`src/rtl/rtl_operand_pkg.sv`:
```
// Shared types and defaults for the operand skid buffer.
// Latency: n/a (types and constants only).
// Backpressure: n/a.
//
// Contents: skid state enum, default-width operand pair struct, default
// WIDTH / CNT_WIDTH constants.
package rtl_operand_pkg;

   localparam int DEF_WIDTH     = 4;
   localparam int DEF_CNT_WIDTH = 8;

   typedef enum logic [1:0] {
      EMPTY = 2'd0,
      ONE   = 2'd1,
      TWO   = 2'd2
   } skid_state_t;

   // Default-width view of an operand pair; parameterised instances build
   // the same layout locally at their own WIDTH.
   typedef struct packed {
      logic [DEF_WIDTH-1:0] in1;
      logic [DEF_WIDTH-1:0] in2;
   } operand_pair_t;

endpackage

```
`src/rtl/rtl_wrap_counter.sv`:
```
// Free-running event counter that wraps from all-ones back to zero.
// Latency: count reflects an inc one cycle after the edge that samples it.
// Backpressure: none; counts every cycle inc is high.
//
// Ports: CLK, RESET (sync, active-high), inc (count enable), count (value).
module rtl_wrap_counter #(
   parameter int WIDTH = 8
) (
   input  logic             CLK,
   input  logic             RESET,
   input  logic             inc,
   output logic [WIDTH-1:0] count
);

   logic [WIDTH-1:0] count_q;
   logic [WIDTH-1:0] count_d;

   always_comb begin
      count_d = count_q;
      if (inc) begin
         count_d = count_q + WIDTH'(1);
      end
   end

   always_ff @(posedge CLK) begin
      if (RESET) begin
         count_q <= '0;
      end else begin
         count_q <= count_d;
      end
   end

   assign count = count_q;

endmodule

```
`src/rtl/rtl_operand_skid.sv`:
```
// 2-entry ready/valid skid buffer for operand pairs feeding a downstream RTL block.
// Latency: 1 cycle from accept to handshake_valid when empty; 1 pair/cycle sustained.
// Backpressure: up_ready drops only when both entries are full; no comb path from handshake_ready.
//
// Ports: CLK, RESET (sync, active-high); upstream up_valid/up_ready/up_in1/up_in2;
// downstream handshake_valid/handshake_ready/in1/in2; occupancy (0..2);
// xfer_count (completed downstream transfers, wrapping).
// Optional: define RTL_OPERAND_SKID_ASSERT_EN to compile in protocol assertions.
module rtl_operand_skid
   import rtl_operand_pkg::*;
#(
   parameter int WIDTH     = DEF_WIDTH,
   parameter int CNT_WIDTH = DEF_CNT_WIDTH
) (
   input  logic                 CLK,
   input  logic                 RESET,
   input  logic                 up_valid,
   output logic                 up_ready,
   input  logic [WIDTH-1:0]     up_in1,
   input  logic [WIDTH-1:0]     up_in2,
   output logic                 handshake_valid,
   input  logic                 handshake_ready,
   output logic [WIDTH-1:0]     in1,
   output logic [WIDTH-1:0]     in2,
   output logic [1:0]           occupancy,
   output logic [CNT_WIDTH-1:0] xfer_count
);

   typedef struct packed {
      logic [WIDTH-1:0] in1;
      logic [WIDTH-1:0] in2;
   } pair_t;

   skid_state_t state_q, state_d;
   pair_t       main_q,  main_d;
   pair_t       skid_q,  skid_d;
   pair_t       up_pair;
   logic        push;
   logic        pop;

   assign up_pair = '{in1: up_in1, in2: up_in2};

   // Ready depends only on the state register and reset, so a downstream
   // stall never ripples combinationally back upstream.
   assign up_ready        = (state_q != TWO) && !RESET;
   assign handshake_valid = (state_q != EMPTY);
   assign push            = up_valid && up_ready;
   assign pop             = handshake_valid && handshake_ready;

   always_comb begin
      state_d = state_q;
      main_d  = main_q;
      skid_d  = skid_q;
      case (state_q)
         EMPTY: begin
            if (push) begin
               main_d  = up_pair;
               state_d = ONE;
            end
         end
         ONE: begin
            if (push && pop) begin
               // Head leaves as the new pair arrives: refill head directly.
               main_d = up_pair;
            end else if (push) begin
               skid_d  = up_pair;
               state_d = TWO;
            end else if (pop) begin
               // Head keeps its value so in1/in2 hold while empty.
               state_d = EMPTY;
            end
         end
         TWO: begin
            if (pop) begin
               main_d  = skid_q;
               state_d = ONE;
            end
         end
         default: begin
            state_d = EMPTY;
         end
      endcase
   end

   always_ff @(posedge CLK) begin
      if (RESET) begin
         state_q <= EMPTY;
         main_q  <= '0;
         skid_q  <= '0;
      end else begin
         state_q <= state_d;
         main_q  <= main_d;
         skid_q  <= skid_d;
      end
   end

   assign in1       = main_q.in1;
   assign in2       = main_q.in2;
   assign occupancy = state_q;

   // Reset takes priority inside the counter, so a pop during reset is not counted.
   rtl_wrap_counter #(
      .WIDTH (CNT_WIDTH)
   ) u_xfer_cnt (
      .CLK   (CLK),
      .RESET (RESET),
      .inc   (pop),
      .count (xfer_count)
   );

`ifdef RTL_OPERAND_SKID_ASSERT_EN
   a_stall_stable: assert property (@(posedge CLK) disable iff (RESET)
      (handshake_valid && !handshake_ready) |=> ($stable(in1) && $stable(in2)));

   a_state_legal: assert property (@(posedge CLK) disable iff (RESET)
      (state_q == EMPTY) || (state_q == ONE) || (state_q == TWO));

   a_no_pop_empty: assert property (@(posedge CLK) disable iff (RESET)
      !((state_q == EMPTY) && pop));

   a_full_not_ready: assert property (@(posedge CLK) disable iff (RESET)
      (state_q == TWO) |-> !up_ready);
`else
`endif

endmodule

```
`config.mk`:
```
export PLATFORM = sky130hd
export DESIGN_NAME = rtl_operand_skid
export DESIGN_NICKNAME = d
export VERILOG_FILES = /design/src/rtl/rtl_operand_pkg.sv /design/src/rtl/rtl_wrap_counter.sv /design/src/rtl/rtl_operand_skid.sv
export SDC_FILE = /design/constraint.sdc
export NUM_CORES = 1
export LEC_CHECK = 0
export ABC_AREA = 1
export BUFFER_PORTS_ARGS = -buffer_cell sky130_fd_sc_hd__buf_2
export CORE_MARGIN = 2
export CORE_UTILIZATION = 46
export DETAILED_ROUTE_END_ITERATION = 10
export PLACE_DENSITY_LB_ADDON = 0.12
export SLEW_MARGIN = 10
export SYNTH_ARGS = -nofsm -noshare
export SYNTH_HDL_FRONTEND = slang
export SYNTH_SLANG_ARGS = --single-unit
export TNS_END_PERCENT = 50
```
`constraint.sdc`:
```
create_clock -name CLK -period 1.5 [get_ports CLK]
set_clock_uncertainty 0.2 [all_clocks]
set_input_delay 0.075 -clock CLK [delete_from_list [all_inputs] [get_ports CLK]]
set_output_delay 0.075 -clock CLK [all_outputs]
set_load 0.03 [all_outputs]
```
== Word-level counts from Yosys, hierarchy flattened ==
Cells that the tools add are included.

* Logic and storage cells: 37
* Flip-flop bits (word level): 26
* Output and inout bits: 20
* Input port bits: 12

* Bitwise operators: 1
* Reductions and logical operators: 11
* Multiplexer cells: 10
* Equality and inequality tests: 8
* Add/sub/neg operators: 1

{| class="wikitable"
|+ Operators by type and width
! cell !! number
|-
| 8-bit 2-to-1 mux || 3
|-
| 8-bit case mux with 3 select lines || 1
|-
| 2-bit 2-to-1 mux || 5
|-
| 2-bit != test (second input constant) || 5
|-
| 8-bit by 1-bit adder with 8-bit output (second input constant) || 1
|-
| 4-bit AND reduction || 2
|-
| 2-bit case mux with 3 select lines || 1
|-
| 1-bit logical AND || 4
|-
| 3-bit != test (second input constant) || 1
|-
| 3-bit AND reduction || 1
|-
| 3-bit nonzero test || 1
|-
| 2-bit by 1-bit == test with 1-bit output (second input constant) || 1
|-
| 2-bit == test (second input constant) || 1
|-
| 2-bit zero test || 1
|-
| 2-bit nonzero test || 1
|-
| 1-bit zero test || 1
|-
| 1-bit NOT || 1
|}

== Logic depth before layout (Yosys ltp) ==
* Depth in word-level cells: 6
* Depth in mapped cells: 10
* Mapped depth without buffers: 9

== Modules after synthesis ==
From an unflattened synthesis, not the netlist that was laid out.

* Cells, all modules: 183
* Area total of the unflattened synthesis: 1,281.2 um^2

{| class="wikitable"
|+ Modules (own cells, without submodules)
! module !! times used !! area each (um^2) !! cells an instance
|-
| rtl_operand_skid || 1 || 919.6 || 135
|-
| rtl_wrap_counter || 1 || 361.6 || 48
|}

== Worst setup path after synthesis ==
Ideal clock, no wire load.

* Path kind: register to register
* From: register state_q[1], in the netlist occupancy[1]
* To: register u_xfer_cnt.count_q[4], in the netlist u_xfer_cnt.count[4]
* Stages on the path, launching flop included: 8
* Arrival: 1.592 ns
* Slack: -0.408 ns
* Path buffers: 0
* Clock period less this slack: 1.908 ns
* Cell sequence: dfxtp_1 > nor2_1 > inv_1 > nand2_1 > nor3_1 > nand3_1 > nand2_1 > nor2_1

* Longest elaborated chain between the ends: 2

{| class="wikitable"
|+ RTL lines
! item !! line !! text
|-
| from (decl) || rtl_operand_skid.sv:34 || <nowiki>skid_state_t state_q, state_d;</nowiki>
|-
| from (signal assigned) || rtl_operand_skid.sv:91 || <nowiki>state_q <= state_d;</nowiki>
|-
| 2-bit nonzero test || rtl_operand_skid.sv:46 || <nowiki>assign handshake_valid = (state_q != EMPTY);</nowiki>
|-
| via handshake_valid || rtl_operand_skid.sv:21 || <nowiki>output logic handshake_valid,</nowiki>
|-
| 1-bit logical AND || rtl_operand_skid.sv:48 || <nowiki>assign pop = handshake_valid && handshake_ready;</nowiki>
|-
| to (signal assigned) || rtl_wrap_counter.sv:29 || <nowiki>count_q <= count_d;</nowiki>
|-
| to (decl) || rtl_wrap_counter.sv:15 || <nowiki>logic [WIDTH-1:0] count_q;</nowiki>
|}

The timed path passes the listed nets, and every way through them passes these cells.
A chain may end at the register's enable or synchronous reset.

== Worst setup path after layout ==
* From: register state_q[1], in the netlist occupancy[1]
* To: output port handshake_valid

* Longest elaborated chain between the ends: 1

{| class="wikitable"
|+ RTL lines
! item !! line
|-
| 2-bit nonzero test || rtl_operand_skid.sv:46
|-
| to (decl) || rtl_operand_skid.sv:21
|}

Every way passes these cells.

==> metrics.md <==
| Metric | Value |
|---|---|
| Maximum buffer depth of the clock tree | `2` |
| Die W | `56.7 um` |
| FP Rows | `19` |
| Routability cong. | `~0.8` |
| Rel. slew slack | `0.801` |
| F_max | `approximately 0.66 GHz` |
| CTS tree | `done` |
| FF+latch area | `531 um^2` |
| RSZ-0062 raised after global routing | `true` |
| Fin crit share | `1.01` |
| Top cells by area, synth | `dfxtp_1 (41%), nand2_1 (14%), nor2_1 (12%)` |
| Final setup viols | `1` |
| GRT Residual Overflow | `0` |
| Most common cell after layout, fill and taps aside | `nand2_1` |
| Startpoint Class | `register` |
| Sequential share of the synthesized area | `0.407` |
| CP max FO | `5` |
| Hold Crit Class | `in2reg` |
| Status | `finished, violations left` |
| Residual DRC | `0` |
| Crit-path cells | `nor2_2, inv_2, buf_2` |
| Worst-margin pin slew | `298 ps` |
| Most frequent cells in the layout | `nand2_1 (47), nor2_1 (37), buf_2 (30)` |
| Failing checks | `negative setup slack` |
| Die ar. | `3220 um^2` |
| Vias in the first global route | `1158` |
| Tot GR Track Use | `0.181` |
| LEAKAGE | `~0.86 nW` |
| HPWL Detailed | `roughly 2000 um` |
| Vias per cell | `about 4.7` |
| Max-Cap Viols | `0` |
| Final Hold Viols | `0` |
| Fin nets | `between 200 and 250` |
| Initial Utilization | `0.476` |
| Final Slew Violations | `0` |
| Largest net degree at the start of global routing | `24` |
| Root Buffer | `clkbuf_4` |
| Area Overhead vs Synth | `35.8%` |
| Core area | `2690 um^2` |
| CTS buffer count | `3` |
| Die height | `56.7 um` |
| Pre-CTS WS | `1.45 ps` |
| Avg WL per Cell | `between 10 and 15 um` |
| Fin crit period | `between 1500 and 2000 ps` |
| Syn. warnings | `0` |
| I/O Buffers | `31` |
| Final wirelength | `2840 um` |
| Syn Inst Count | `~190` |
| PD cells | `a little under 900 nW/um^2` |
| CTS H-tree lvls | `1` |
| WHS | `approximately 32 ps` |
| FILL cells | `248` |
| CP Data Required Time | `1220 ps` |
| First-pass GRT wire length | `between 4000 and 5000 um` |
| Max incr delay on CP | `between 400 and 500 ps` |
| CP endpoint kind | `primary output` |
| Clock slew at reported path FFs | `~140 ps` |
| Top-Level Pins | `32` |
| Antenna Cells | `0` |
| Drt pass-1 iters | `4` |
| DR vias | `1259` |
| Initial antenna violation count | `0` |
| Final worst slack | `-11.1 ps` |
| Initial DRC count | `40` |
| CP Data Arrival Time | `~1200 ps` |
| Post-synthesis net count | `roughly 200` |
| CP max-delay cell | `dfxtp_4` |
| Multi-input logic area | `694 um^2` |
| Yosys reg bits | `26` |
| Post-route ant nets | `0` |
| Clk sinks | `26` |
| Skew-Pair Late Insertion Delay | `320 ps` |
| Avg Cell Area, Syn | `6.80 um^2` |
| Synth cell types | `25` |
| Share of layout cells above drive strength 1 | `0.277` |
| VDD IR max | `0.000644 V` |
| Share of the synthesized area in the top cell type | `0.407` |
| Synth area leader | `dfxtp_1` |
| Critical path type | `reg2out` |
| Synth Cell Area | `1280 um^2` |
## cell families (layout without fill, tap and decap cells)
group,Yosys count,after routing,share of synthesized area
flops,26,26,0.407
simple gates,111,111,0.386
fa+ha+maj,1,1,0.00978
compound gates,24,24,0.103
xor+xnor,1,1,0.00685
buf+inv,25,72,0.0881
## synthesized netlist by cell type
| cell type | n |
|---|---|
| nor2_1 | 41 |
| clkbuf_1 | 1 |
| nand2_4 | 1 |
| buf_4 | 1 |
| nand4_1 | 2 |
| nand4_4 | 1 |
| xor2_1 | 1 |
| nor2_2 | 1 |
| nand3_1 | 13 |
| nand2_1 | 47 |
| dfxtp_1 | 26 |
| buf_6 | 2 |
| nand3_4 | 1 |
| nor2_4 | 1 |
| nand2_2 | 1 |
| and3_1 | 1 |
| inv_2 | 2 |
| a21oi_4 | 1 |
| clkinv_1 | 1 |
| nor3_1 | 1 |
| a21oi_1 | 12 |
| inv_1 | 17 |
| ha_1 | 1 |
| o21ai_0 | 11 |
| buf_1 | 1 |
## worst paths after layout
path                                    startpoint                                to  slack (ps)  cells past startpoint
hold / removal                     handshake_ready  u_xfer_cnt.count[0]$_SDFFE_PP0P_          30                      4
setup reg to reg         occupancy[0]$_SDFFE_PP0P_               in1[3]$_SDFFE_PP0P_           0                      8
setup / recovery         occupancy[1]$_SDFFE_PP0P_                   handshake_valid         -10                      3
hold reg to reg   u_xfer_cnt.count[0]$_SDFFE_PP0P_  u_xfer_cnt.count[0]$_SDFFE_PP0P_         260                      1
## registers in the layout (all words and copies together) (netlist names)
name and cells:
in1 4, in2 4, occupancy 2, skid_q 8, u_xfer_cnt.count 8
## area by class of cell
| type | instances | share of cell area |
|---|---|---|
| Clock buffer | 4 | 0.0274 |
| Inverter | 20 | 0.0490 |
| Multi-Input combinational cell | 137 | 0.400 |
| Sequential cell | 26 | 0.305 |
| Tap cell | 31 | 0.0223 |
| Timing Repair Buffer | 48 | 0.196 |
## critical path: cells and delay by family, from the launching register on
family	cells	cell delay, ps
flip-flops	1	410
AND/OR/NAND/NOR	1	280
buffers and inverters	2	240
## per-layer routing
layer	GRT usage	share of wire
met1	0.235	0.48
met2	0.317	0.48
met3	0.0230	0.032
met4	0.0408	0.0032
met5	0	0
## where the power goes
group          internal [mW]  total [mW]  switching [mW]  leakage (nW)
Combinational          0.142       0.357           0.215         0.623
Sequential             0.726       0.751          0.0246         0.214
Clock                  0.203       0.416           0.212        0.0261
## metrics by stage
stage	TNS [ps]	cell area (um^2)	total power [mW]	util	std cells
6_report	-11.1	1740	1.52	0.646	266
5_1_grt	-859	1740	1.60	0.646	266
4_1_cts	-65.2	1650	1.51	0.615	264
3_5_place_dp	0	1490	1.07	0.556	250
3_3_place_gp	0	1490	1.06	0.556	250
2_1_floorplan	-118	1290	0.976	-	188
## timing repair
item	in CTS	in global routing
pin swaps	0	2
hold buffers	10	0
resized for setup	4	14
buffers inserted	0	1
hold endpoints to repair	19	0
gates cloned	0	1
endpoints found under the setup margin	4	17
Note: power is estimated with default switching activity, not from simulation.
